<file path="src/rtl/frac_clkdiv_prog.sv">
// Runtime-programmable fractional clock divider (first-order phase accumulator).
// Emits a one-cycle tick at mean rate f_clk*den/num. A new ratio is taken through
// a valid/ready handshake and is applied only on a tick boundary.
// Optional feature macro: FRAC_DIV_CLKOUT_EN builds the divided square-wave flop
// behind clk_out. When it is undefined, clk_out is tied low.
module frac_clkdiv_prog #(
   parameter int unsigned WIDTH    = 16,
   parameter int unsigned INIT_NUM = 3,
   parameter int unsigned INIT_DEN = 2
) (
   input  logic             clk,
   input  logic             rst,
   input  logic             en,
   input  logic             cfg_valid,
   output logic             cfg_ready,
   input  logic [WIDTH-1:0] cfg_num,
   input  logic [WIDTH-1:0] cfg_den,
   output logic             cfg_err,
   output logic             tick,
   output logic             active,
   output logic             clk_out
);

   localparam int unsigned AW = WIDTH + 1;

   typedef enum logic [1:0] {
      IDLE = 2'd0,
      RUN  = 2'd1,
      PEND = 2'd2
   } state_t;

   localparam state_t RST_STATE = (INIT_DEN == 0) ? IDLE : RUN;

   state_t           state_q, state_d;
   logic [AW-1:0]    acc_q, acc_d;
   logic [WIDTH-1:0] num_q, num_d;
   logic [WIDTH-1:0] den_q, den_d;
   logic [WIDTH-1:0] sh_num_q, sh_num_d;
   logic [WIDTH-1:0] sh_den_q, sh_den_d;
   logic             tick_q, tick_d;
   logic             cfg_err_q, cfg_err_d;
   logic             cfg_ready_q, cfg_ready_d;
   logic             active_q, active_d;

   logic [AW-1:0]    sum;
   logic             wrap;
   logic             xfer;
   logic             bad_cfg;

   // Phase step: acc < num and den <= num, so the extra bit absorbs the carry
   assign sum     = acc_q + AW'(den_q);
   assign wrap    = (sum >= AW'(num_q));
   assign xfer    = cfg_valid && cfg_ready_q;
   assign bad_cfg = (cfg_den == '0) || (cfg_den > cfg_num);

   // Next-state, ratio, accumulator and status decode
   always_comb begin
      state_d     = state_q;
      acc_d       = acc_q;
      num_d       = num_q;
      den_d       = den_q;
      sh_num_d    = sh_num_q;
      sh_den_d    = sh_den_q;
      tick_d      = 1'b0;
      cfg_err_d   = xfer && bad_cfg;
      cfg_ready_d = 1'b1;
      active_d    = 1'b0;

      case (state_q)
         IDLE: begin
            if (xfer && !bad_cfg) begin
               num_d   = cfg_num;
               den_d   = cfg_den;
               acc_d   = '0;
               state_d = RUN;
            end
         end
         RUN: begin
            if (en) begin
               acc_d  = wrap ? (sum - AW'(num_q)) : sum;
               tick_d = wrap;
            end
            if (xfer && !bad_cfg) begin
               sh_num_d = cfg_num;
               sh_den_d = cfg_den;
               state_d  = PEND;
            end
         end
         PEND: begin
            // Swap in the shadow ratio on the tick cycle (or at once when frozen)
            if (!en || tick_q) begin
               num_d   = sh_num_q;
               den_d   = sh_den_q;
               acc_d   = '0;
               state_d = RUN;
            end else begin
               acc_d  = wrap ? (sum - AW'(num_q)) : sum;
               tick_d = wrap;
            end
         end
         default: begin
            state_d = IDLE;
            acc_d   = '0;
         end
      endcase

      cfg_ready_d = (state_d != PEND);
      active_d    = en && (state_d != IDLE);
   end

   // State and datapath registers
   always_ff @(posedge clk or negedge rst) begin
      if (!rst) begin
         state_q     <= RST_STATE;
         acc_q       <= '0;
         num_q       <= WIDTH'(INIT_NUM);
         den_q       <= WIDTH'(INIT_DEN);
         sh_num_q    <= '0;
         sh_den_q    <= '0;
         tick_q      <= 1'b0;
         cfg_err_q   <= 1'b0;
         cfg_ready_q <= 1'b1;
         active_q    <= 1'b0;
      end else begin
         state_q     <= state_d;
         acc_q       <= acc_d;
         num_q       <= num_d;
         den_q       <= den_d;
         sh_num_q    <= sh_num_d;
         sh_den_q    <= sh_den_d;
         tick_q      <= tick_d;
         cfg_err_q   <= cfg_err_d;
         cfg_ready_q <= cfg_ready_d;
         active_q    <= active_d;
      end
   end

   assign tick      = tick_q;
   assign cfg_err   = cfg_err_q;
   assign cfg_ready = cfg_ready_q;
   assign active    = active_q;

`ifdef FRAC_DIV_CLKOUT_EN
   logic clk_out_q, clk_out_d;

   // Square wave toggles with every tick; cleared whenever the divider goes idle
   always_comb begin
      clk_out_d = clk_out_q;
      if (state_d == IDLE) begin
         clk_out_d = 1'b0;
      end else if (tick_d) begin
         clk_out_d = ~clk_out_q;
      end
   end

   // Square-wave register
   always_ff @(posedge clk or negedge rst) begin
      if (!rst) begin
         clk_out_q <= 1'b0;
      end else begin
         clk_out_q <= clk_out_d;
      end
   end

   assign clk_out = clk_out_q;
`else
   assign clk_out = 1'b0;
`endif

endmodule
</file>
<file path="config.mk">
export PLATFORM = sky130hd
export DESIGN_NAME = frac_clkdiv_prog
export DESIGN_NICKNAME = d
export VERILOG_FILES = /design/src/rtl/frac_clkdiv_prog.sv
export SDC_FILE = /design/constraint.sdc
export NUM_CORES = 1
export LEC_CHECK = 0
export ABC_CLOCK_PERIOD_IN_PS = 7660
export BUFFER_PORTS_ARGS = -buffer_cell sky130_fd_sc_hd__buf_2
export CORE_MARGIN = 10
export CORE_UTILIZATION = 48
export DETAILED_ROUTE_END_ITERATION = 7
export PLACE_DENSITY = 0.76
export RECOVER_POWER = 25
export SLEW_MARGIN = 25
export SYNTH_ARGS = -nofsm -noshare
export SYNTH_HDL_FRONTEND = slang
export SYNTH_SLANG_ARGS = --single-unit
</file>
<file path="constraint.sdc">
create_clock -name clk -period 7.66 [get_ports clk]
set_input_delay 0.766 -clock clk [delete_from_list [all_inputs] [get_ports clk]]
set_output_delay 0.766 -clock clk [all_outputs]
set_load 0.01 [all_outputs]
</file>
Yosys cells after proc, flatten, opt, wreduce, memory -nomap -nowiden
Cells that the tools add are included.
Widths: inputs -> output; s select.
- register bits after elaboration: 87
- latch bits: 0
- memory bits (writable): 0
- memory bits (read-only): 0
- bits of input ports: 36
- output and inout port bits: 5
- logic and storage cells: 53
- memories: 0
- add/sub/neg operators: 2
- multiply operators: 0
- div/mod/pow operators: 0
- order comparisons: 2
- equality and inequality tests: 6
- shift-type cells: 0
- multiplexer cells: 18
- bitwise operators: 0
- reduce and logical (&&, ||, !) cells: 15
- operators by type and width (kind ; number):
    $mux 17 ; 4
    $mux 16 ; 4
    $pmux 16 s2 ; 2
    $pmux 17 s3 ; 1
    $add 17x16->17 ; 1
    $ge 17x16->1 ; 1
    $sub 17x16->17 ; 1
    $gt 16x16->1 ; 1
    $logic_not 16->1 ; 1
    $ne 2x2->1 const B ; 4
    $mux 2 ; 3
    $pmux 2 s3 ; 1
    $logic_and 1x1->1 ; 4
    $reduce_and 2->1 ; 2
    $reduce_bool 2->1 ; 2
    $reduce_and 3->1 ; 1
    $eq 2x1->1 const B ; 1
    $eq 2x2->1 const B ; 1
    $logic_not 1->1 ; 2
    $logic_not 2->1 ; 1
    $logic_or 1x1->1 ; 2
    $mux 1 ; 2
    $pmux 1 s2 ; 1

Depth between registers and ports, before layout
Gate-level depths: netlist of the first run.
- depth after elaboration: 8
- mapped depth: 19
- depth with buffers taken out: 17

Worst setup path after synthesis of the first run
Ideal clock, no wire load.
- kind: register to register
- from: register acc_q[0]
- to: register acc_q[13]
- setup time: 0.126 ns
- data arrival time: 4.103 ns
- data required time: 7.534 ns
- setup slack: 3.431 ns
- cell stages (with the launch flop): 19
- path buffers: 2
- clock period less this slack: 4.229 ns
- cells stage by stage: dfrtp_1 -> ha_1 -> fa_1 -> a211oi_1 -> o21ai_0 -> a31oi_1 -> o21bai_1 -> a21oi_1 -> xnor2_1 -> ha_1 -> a21o_1 -> a31o_1 -> or3_1 -> o21ai_2 -> a2bb2oi_2 -> nand3_2 -> buf_6 -> buf_12 -> a221o_1
- cells in the longest elaborated chain, start to end: 5
- elaborated cells between the ends (all ways): 7
- classes of those cells: add/sub (2); order compare (1); mux (4)
- RTL lines (what ; RTL line ; text):
    from (decl) ; 35 ; logic [AW-1:0] acc_q, acc_d;
    from (signal assigned) ; 115 ; acc_q <= '0;
    from (signal assigned) ; 126 ; acc_q <= acc_d;
    $add 17x16->17 * ; 51 ; assign sum = acc_q + AW'(den_q);
    $sub 17x16->17 or $ge 17x16->1 (tied branches) ; 80, 97, 52 ;
    $mux 17 * ; 80, 97 ;
    $mux 17 (on tied branches) ; 91, 79 ;
    $pmux 17 s3 * ; 69 ; case (state_q)
Mark *: on every way between the ends. The rest lies on a longest branch, timed or not. The select of a mux whose other input is x is not followed.
A chain may end at the register's enable or synchronous reset.

Final worst setup path of the first run
Same ends and word-level chain as after synthesis.

==> run metrics, run 1 <==
FMAX=199 MHz; CP endpoint kind=flip-flop; Final min period=5.03 ns; Worst Path Arrival=5.31 ns; n_diodes=0; Finished Layout Cells=816; ratio of final minimum period to clock period=65.6%; Num Clock Sinks=87; total gr overflow=0; CTS tree=built; Synth Warn #=0; Synth Register Bits=87; crit-path max FO=19; crit path cell chain=ha_1, fa_1, a211oi_1, o21ai_0, a31oi_1, o21bai_1, a21oi_1, xnor2_1, ha_1, a21o_1, a31o_1, or3_1, o21ai_2, a2bb2oi_2, nand3_2, nor4_1, a221o_1; Setup CP Type=flip-flop to flip-flop; post-synth top area cell=dfrtp_1; hold_buf cts=0; DP Cell Count=800; most frequent cells after synthesis=dfrtp_1 (82), nand2_1 (78), o21ai_0 (73); WL final=14300 um; Max Slew Vio Count=86; Die Ht=131 um; H-Tree Depth=3; final hold vios=0; Synth top area share=34.8%; Skew-Pair Late Insertion Delay=0.35 ns; DR iter-0 viols=332; largest net degree at the start of global routing=86; Area growth, synth to finish=9.83%; Critical Path Max Stage Delay=0.51 ns; Seq/Total Area, Yosys=37.0%; post-synthesis async set-or-reset flop share=100%; CTS Buf Count=9; I/O pins=41; Setup Buffers After CTS=0; setup_tns=0 ns; DP HPWL=10700 um; drt pass-1 iters=5; status=finished, violations left; RSZ-0062 raised after global routing=false; die area=17100 sq um; ys flop type=dfrtp_1; Mapped Cells=636; largest cells by area after synthesis=dfrtp_1 (35%), ha_1 (11%), mux2i_1 (8.0%); Avg WL per Cell=17.5 um; max_slew headroom=-202%; Clock Tree Buf Depth=2; Worst Hold Class=input pin to async pin; skew final=0.00755 ns; Synthesized Nets=726; Clock transition at path regs=0.06 ns; Req. time, crit path=7.94 ns; via density per instance=5.86; Post-DRT Antenna Nets=0; layout cell share with drive strength beyond 1=13.8%; Die W=131 um; Netlist cell types=61; crit-path most repeated cell=ha_1; failing checks=capacitance limit, slew limit; Initial Util=49.2%; CTS resizes=0; # fillers=1063; slowest library cell on the worst path=nand3_2; Clock Tree Root=clkbuf_16; DRC errors left=0; row cnt=40; final-stage net count=754; vias after detailed routing=4784; syn_area_per_cell=9.28 sq um; startpoint type of the worst setup path=flip-flop; max-capacitance violation count=1; vias in the first global route=4634; actual slew at the worst max-slew pin=4.53 ns; I/O Buffers=39; gr usage total=16.9%; Finish-stage setup viols=0; initial antenna violation count=0; Core Area=12000 sq um; synthesized area=5900 sq um; GPL Wtd Cong=0.887; EDFF count, synth=0; most common cell in the synthesized netlist=dfrtp_1; first-pass GRT wire length=23000 um
==> kinds of logic (layout without fill, tap and decap cells) <==
group                      count (synthesis)  after routing  share of synthesized area [%]
and+or+nand+nor                          168            168                           13.9
xor gates and xnor gates                  25             25                           3.71
other                                      1              1                         0.0635
AOI/OAI and AO/OA                        167            167                           17.6
adders and majority gates                 54             54                           11.7
muxes                                     63             63                           11.0
buffers and inverters                     71            104                           4.98
DFF                                       87             87                           37.0
==> cell type report <==
class                           instances  area (sq um)  share of cell area (%)
Clock buffer                           10           239                    3.69
Inverter                               46           173                    2.66
Sequential cell                        87          2180                    33.7
Multi-Input combinational cell        478          3440                    53.1
Tap cell                              147           184                    2.84
Clock inverter                          6          50.0                   0.772
Timing Repair Buffer                   42           213                    3.28
==> path summary, 6_finish.rpt <==
path                       cells past startpoint                     from                      end  slack [ns]
min reg2reg                                    2  sh_num_q[6]$_DFFE_PN0P_  sh_num_q[6]$_DFFE_PN0P_        0.48
max                                           17     acc_q[0]$_DFFE_PN0P_    acc_q[13]$_DFFE_PN0P_        2.63
max reg2reg                                   17     acc_q[0]$_DFFE_PN0P_    acc_q[13]$_DFFE_PN0P_        2.63
max in group asynchronous                      2                      rst     acc_q[6]$_DFFE_PN0P_        2.88
min in group clk                               2  sh_num_q[6]$_DFFE_PN0P_  sh_num_q[6]$_DFFE_PN0P_        0.48
min                                            1                      rst    acc_q[16]$_DFFE_PN0P_        0.21
==> metal layers <==
metal,part of all wire (%),wire length (um),global-route usage [%],vias to the layer above
met5,0,0,0,-
met4,2.4,349,7.06,0
met3,4.8,683,2.58,27
met2,47,6740,27.8,130
met1,46,6490,21.6,2296
li1,-,-,-,2331
==> critical path, delay by kind of cell (launching register included) <==
family	cells	cell delay, ns
flops	1	0.39
simple gates	3	1.30
fa+ha+maj	3	1.00
xor+xnor	1	0.17
compound gates	10	2.09
==> stage by stage <==
stage	area (sq um)	setup WS (ns)	hold WS [ns]	utilization, %
global route	6480	2.03	0.221	54.0
CTS	6500	2.64	0.194	54.1
finish	6480	2.63	0.214	54.0
detailed placement	6210	2.67	0.471	51.7
floorplan	5900	3.43	0.450	-
global placement	6200	2.85	0.461	51.6
==> sequential cells by signal, indices dropped and copies added (netlist names), 2 cells and up <==
name      cells
sh_num_q     16
den_q        16
acc_q        17
sh_den_q     16
state_q       2
num_q        16
==> placed cells by master, fill, tap and decap left out, types with 4 or more instances in the layout <==
cell | netlist | final
dfrtp_1 | 82 | 82
nand2_1 | 78 | 78
o21ai_0 | 73 | 73
ha_1 | 52 | 51
mux2i_1 | 47 | 47
inv_1 | 46 | 46
buf_2 | 0 | 38
a21oi_1 | 29 | 29
xnor2_1 | 19 | 19
nor2_1 | 17 | 17
a21o_1 | 17 | 17
mux2_2 | 16 | 16
nand3_1 | 11 | 11
clkbuf_16 | 0 | 9
nand4_1 | 8 | 8
nor4_1 | 8 | 8
a211oi_1 | 7 | 7
xor2_1 | 6 | 6
and3_1 | 6 | 6
nor3_1 | 6 | 6
nand2b_1 | 6 | 6
nor2b_1 | 6 | 6
or2_2 | 5 | 5
dfstp_2 | 5 | 5
o21a_1 | 4 | 4
o21bai_1 | 4 | 4
Power of run 1 is left out: the tool's default activity adds up to more than one toggle a clock period on the data nets, which glitch-free logic cannot reach.
==> inputs of run 2 (changes only) <==
--- a/config.mk
+++ b/config.mk
@@ -5,7 +5,8 @@
 export SDC_FILE = /design/constraint.sdc
 export NUM_CORES = 1
 export LEC_CHECK = 0
-export ABC_CLOCK_PERIOD_IN_PS = 7660
+export ABC_AREA = 1
+export ABC_CLOCK_PERIOD_IN_PS = 5100
 export BUFFER_PORTS_ARGS = -buffer_cell sky130_fd_sc_hd__buf_2
 export CORE_MARGIN = 10
 export CORE_UTILIZATION = 48
==> constraint.sdc (replaced) <==
create_clock -name clk -period 5.1 [get_ports clk]
set_input_delay 0.51 -clock clk [delete_from_list [all_inputs] [get_ports clk]]
set_output_delay 0.51 -clock clk [all_outputs]
set_load 0.01 [all_outputs]
==> run 2 against run 1 <==
Clock skew is 0.0030 ns higher. Worst setup slack got worse by 1.4 ns. Synthesized cell count grew 21%. The run still ends with capacitance limit, slew limit left.
==> run metrics, run 2 <==
Clock Tree Root=clkbuf_16; FF+latch area=2180 sq um (unchanged); crit-path max FO=33 (+14); die area=17400 sq um (+1.5%); via density per instance=5.15 (-12%); CTS tree=built; max_slew headroom=-6.21% (+200 points); Max Slew Vio Count=69 (-20%); WL final=13400 um (-6.2%); Core Area=12200 sq um (+1.3%); ratio of final minimum period to clock period=75.1% (+9.5 points); final-stage net count=890 (+18%); skew final=0.0106 ns (+0.00303 ns); Num Clock Sinks=87 (unchanged); Initial Util=49.4% (+0.27 points); max reg flops=17 (unchanged); Seq/Total Area, Yosys=36.3% (-0.65 points); vias after detailed routing=5007 (+4.7%); post-synth top area cell=dfrtp_1; Die W=132 um (+0.76%); Worst Path Arrival=4.05 ns (-1.26 ns); Clock Tree Buf Depth=2 (unchanged); Clock transition at path regs=0.06 ns (about the same); first-pass GRT wire length=22900 um (-0.48%); setup_tns=0 ns (unchanged); EDFF count, synth=0 (unchanged); CTS resizes=0 (unchanged); crit path cell chain=ha_1, fa_1, nand3_2, nand2_2, nand2_2, nand3_4, nand2_1, nand3_1, a21oi_1, xor2_1, ha_1, a21oi_1, o21ai_0, a21oi_1, nand2_1, nand2_1, nand3_4, o211ai_2, nand2_1; Synth Warn #=0 (unchanged); synthesized area=6010 sq um (+1.8%); # fillers=1142 (+7.4%); CTS Buf Count=9 (unchanged); vias in the first global route=4807 (+3.7%); drt pass-1 iters=4 (-1); worst r2r dst=acc_q[3]$_DFFE_PN0P_; hold_buf cts=0 (unchanged); crit-path most repeated cell=nand2_1; final hold vios=0 (unchanged); DP HPWL=10300 um (-2.9%); Mapped Cells=772 (+21%); post-synthesis async set-or-reset flop share=100% (unchanged); syn_area_per_cell=7.79 sq um (-16%); initial antenna violation count=0 (unchanged); failing checks=capacitance limit, slew limit; largest net degree at the start of global routing=69 (-20%); Setup Buffers After CTS=0 (unchanged); status=finished, violations left; Most flops, register=acc_q; Skew-Pair Late Insertion Delay=0.34 ns (about the same); CP endpoint kind=flip-flop; Finish-stage setup viols=0 (unchanged); Worst Hold Class=input pin to async pin; I/O Buffers=39 (unchanged); Setup CP Type=flip-flop to flip-flop; ys flop type=dfrtp_1; Req. time, crit path=5.32 ns (-2.62 ns); most frequent cells after synthesis=nand2_1 (193), inv_1 (90), dfrtp_1 (82); RSZ-0062 raised after global routing=false; gr usage total=15.6% (-1.3 points); worst reg2reg setup slack=1.27 ns (-1.36 ns); Synthesized Nets=862 (+19%); I/O pins=41 (unchanged); layout cell share with drive strength beyond 1=13.4% (-0.34 points); most frequent cells in the layout=nand2_1 (193), inv_1 (90), dfrtp_1 (82); Avg WL per Cell=13.8 um (-21%); Area growth, synth to finish=10.4%; slowest library cell on the worst path=fa_1; most common cell in the synthesized netlist=nand2_1; startpoint type of the worst setup path=flip-flop; Final min period=3.83 ns (-1.20 ns); largest cells by area after synthesis=dfrtp_1 (34%), nand2_1 (12%), ha_1 (11%); commonest non-fill, non-tap cell in the layout=nand2_1; Synth Register Bits=87 (unchanged); Critical Path Max Stage Delay=0.42 ns (-0.09 ns); R2R Path Start=acc_q[0]$_DFFE_PN0P_; Reg2Reg Depth=19 (+2); FMAX=261 MHz (+31%); DR iter-0 viols=306 (-7.8%); row cnt=40 (unchanged); max-capacitance violation count=1 (unchanged); total gr overflow=0 (unchanged); DRC errors left=0 (unchanged); GPL Wtd Cong=0.914 (+3.0%); H-Tree Depth=3 (unchanged); n_diodes=0 (unchanged); Netlist cell types=44 (-28%); Synth top area share=34.1% (-0.61 points); multi-input logic area=3350 sq um (-2.8%); actual slew at the worst max-slew pin=1.59 ns (-2.94 ns); Die Ht=132 um (+0.76%); Post-DRT Antenna Nets=0 (unchanged)
## run 2: changes by cell type after synthesis, moves of 13 or more
cell | before | now
nand2_1 | 78 | 193
mux2i_1 | 47 | 0
inv_1 | 46 | 90
nor2_1 | 17 | 56
a21oi_1 | 29 | 66
nand2_2 | 0 | 17
mux2_2 | 16 | 0
a21o_1 | 17 | 4
## run 2: worst max-delay path by stage
| stage | to | from | cells past startpoint |
|---|---|---|---|
| 3_5_place_dp | acc_q[15]$_DFFE_PN0P_ | acc_q[0]$_DFFE_PN0P_ | 19 |
| 5_1_grt | acc_q[15]$_DFFE_PN0P_ | acc_q[0]$_DFFE_PN0P_ | 19 |
| 3_3_place_gp | acc_q[13]$_DFFE_PN0P_ | acc_q[0]$_DFFE_PN0P_ | 18 |
| 4_1_cts | acc_q[13]$_DFFE_PN0P_ | acc_q[0]$_DFFE_PN0P_ | 20 |
| 6_report | acc_q[3]$_DFFE_PN0P_ | acc_q[0]$_DFFE_PN0P_ | 19 |
| 2_1_floorplan | acc_q[3]$_DFFE_PN0P_ | acc_q[0]$_DFFE_PN0P_ | 18 |
## run 2: final cells by class
class,count,share of cell area (%)
clock inverters,4,1.15
clock buffers,12,4.02
multi-input cells,570,50.4
well taps,168,3.17
flip-flops and latches,87,32.9
repair buffers,42,3.23
inverters,90,5.09
## run 2: worst max-delay path, delay by kind of cell (launching register included)
| family | cells | cell delay (ns) |
|---|---|---|
| and+or+nand+nor | 10 | 1.26 |
| adders and majority gates | 3 | 0.94 |
| AOI/OAI and AO/OA | 5 | 0.89 |
| DFF | 1 | 0.38 |
| xor gates and xnor gates | 1 | 0.25 |
## run 2: logic make-up (layout without fill, tap and decap cells)
group | Yosys count | count (layout) | share of synthesized area [%]
fa+ha+maj | 54 | 54 | 11.5
flops | 87 | 87 | 36.3
simple gates | 317 | 317 | 23.4
other cells | 1 | 1 | 0.0624
xor+xnor | 24 | 24 | 3.50
compound gates | 174 | 174 | 17.1
buf+inv | 115 | 148 | 8.18
## run 2: stage by stage
stage          std cells  instance area (sq um)  hold slack [ns]  util, %  setup slack, ns
4_1_cts              973                   6630           0.0446     54.5             1.26
2_1_floorplan        772                   6010            0.214        -             1.91
6_report             973                   6630            0.387     54.5             1.27
3_3_place_gp         957                   6290            0.411     51.7             1.43
3_5_place_dp         957                   6290            0.415     51.7             1.28
5_1_grt              973                   6630            0.439     54.5            0.939
## run 2: routing by layer
metal	vias up	wire [um]	share of wire (%)	track usage, %
met2	118	5900	44	24.1
met5	-	0	0	0
li1	2594	-	-	-
met3	17	568	4.2	2.48
met4	0	253	1.9	6.12
met1	2278	6660	50	21.2
Power of run 2 is left out for the same reason.
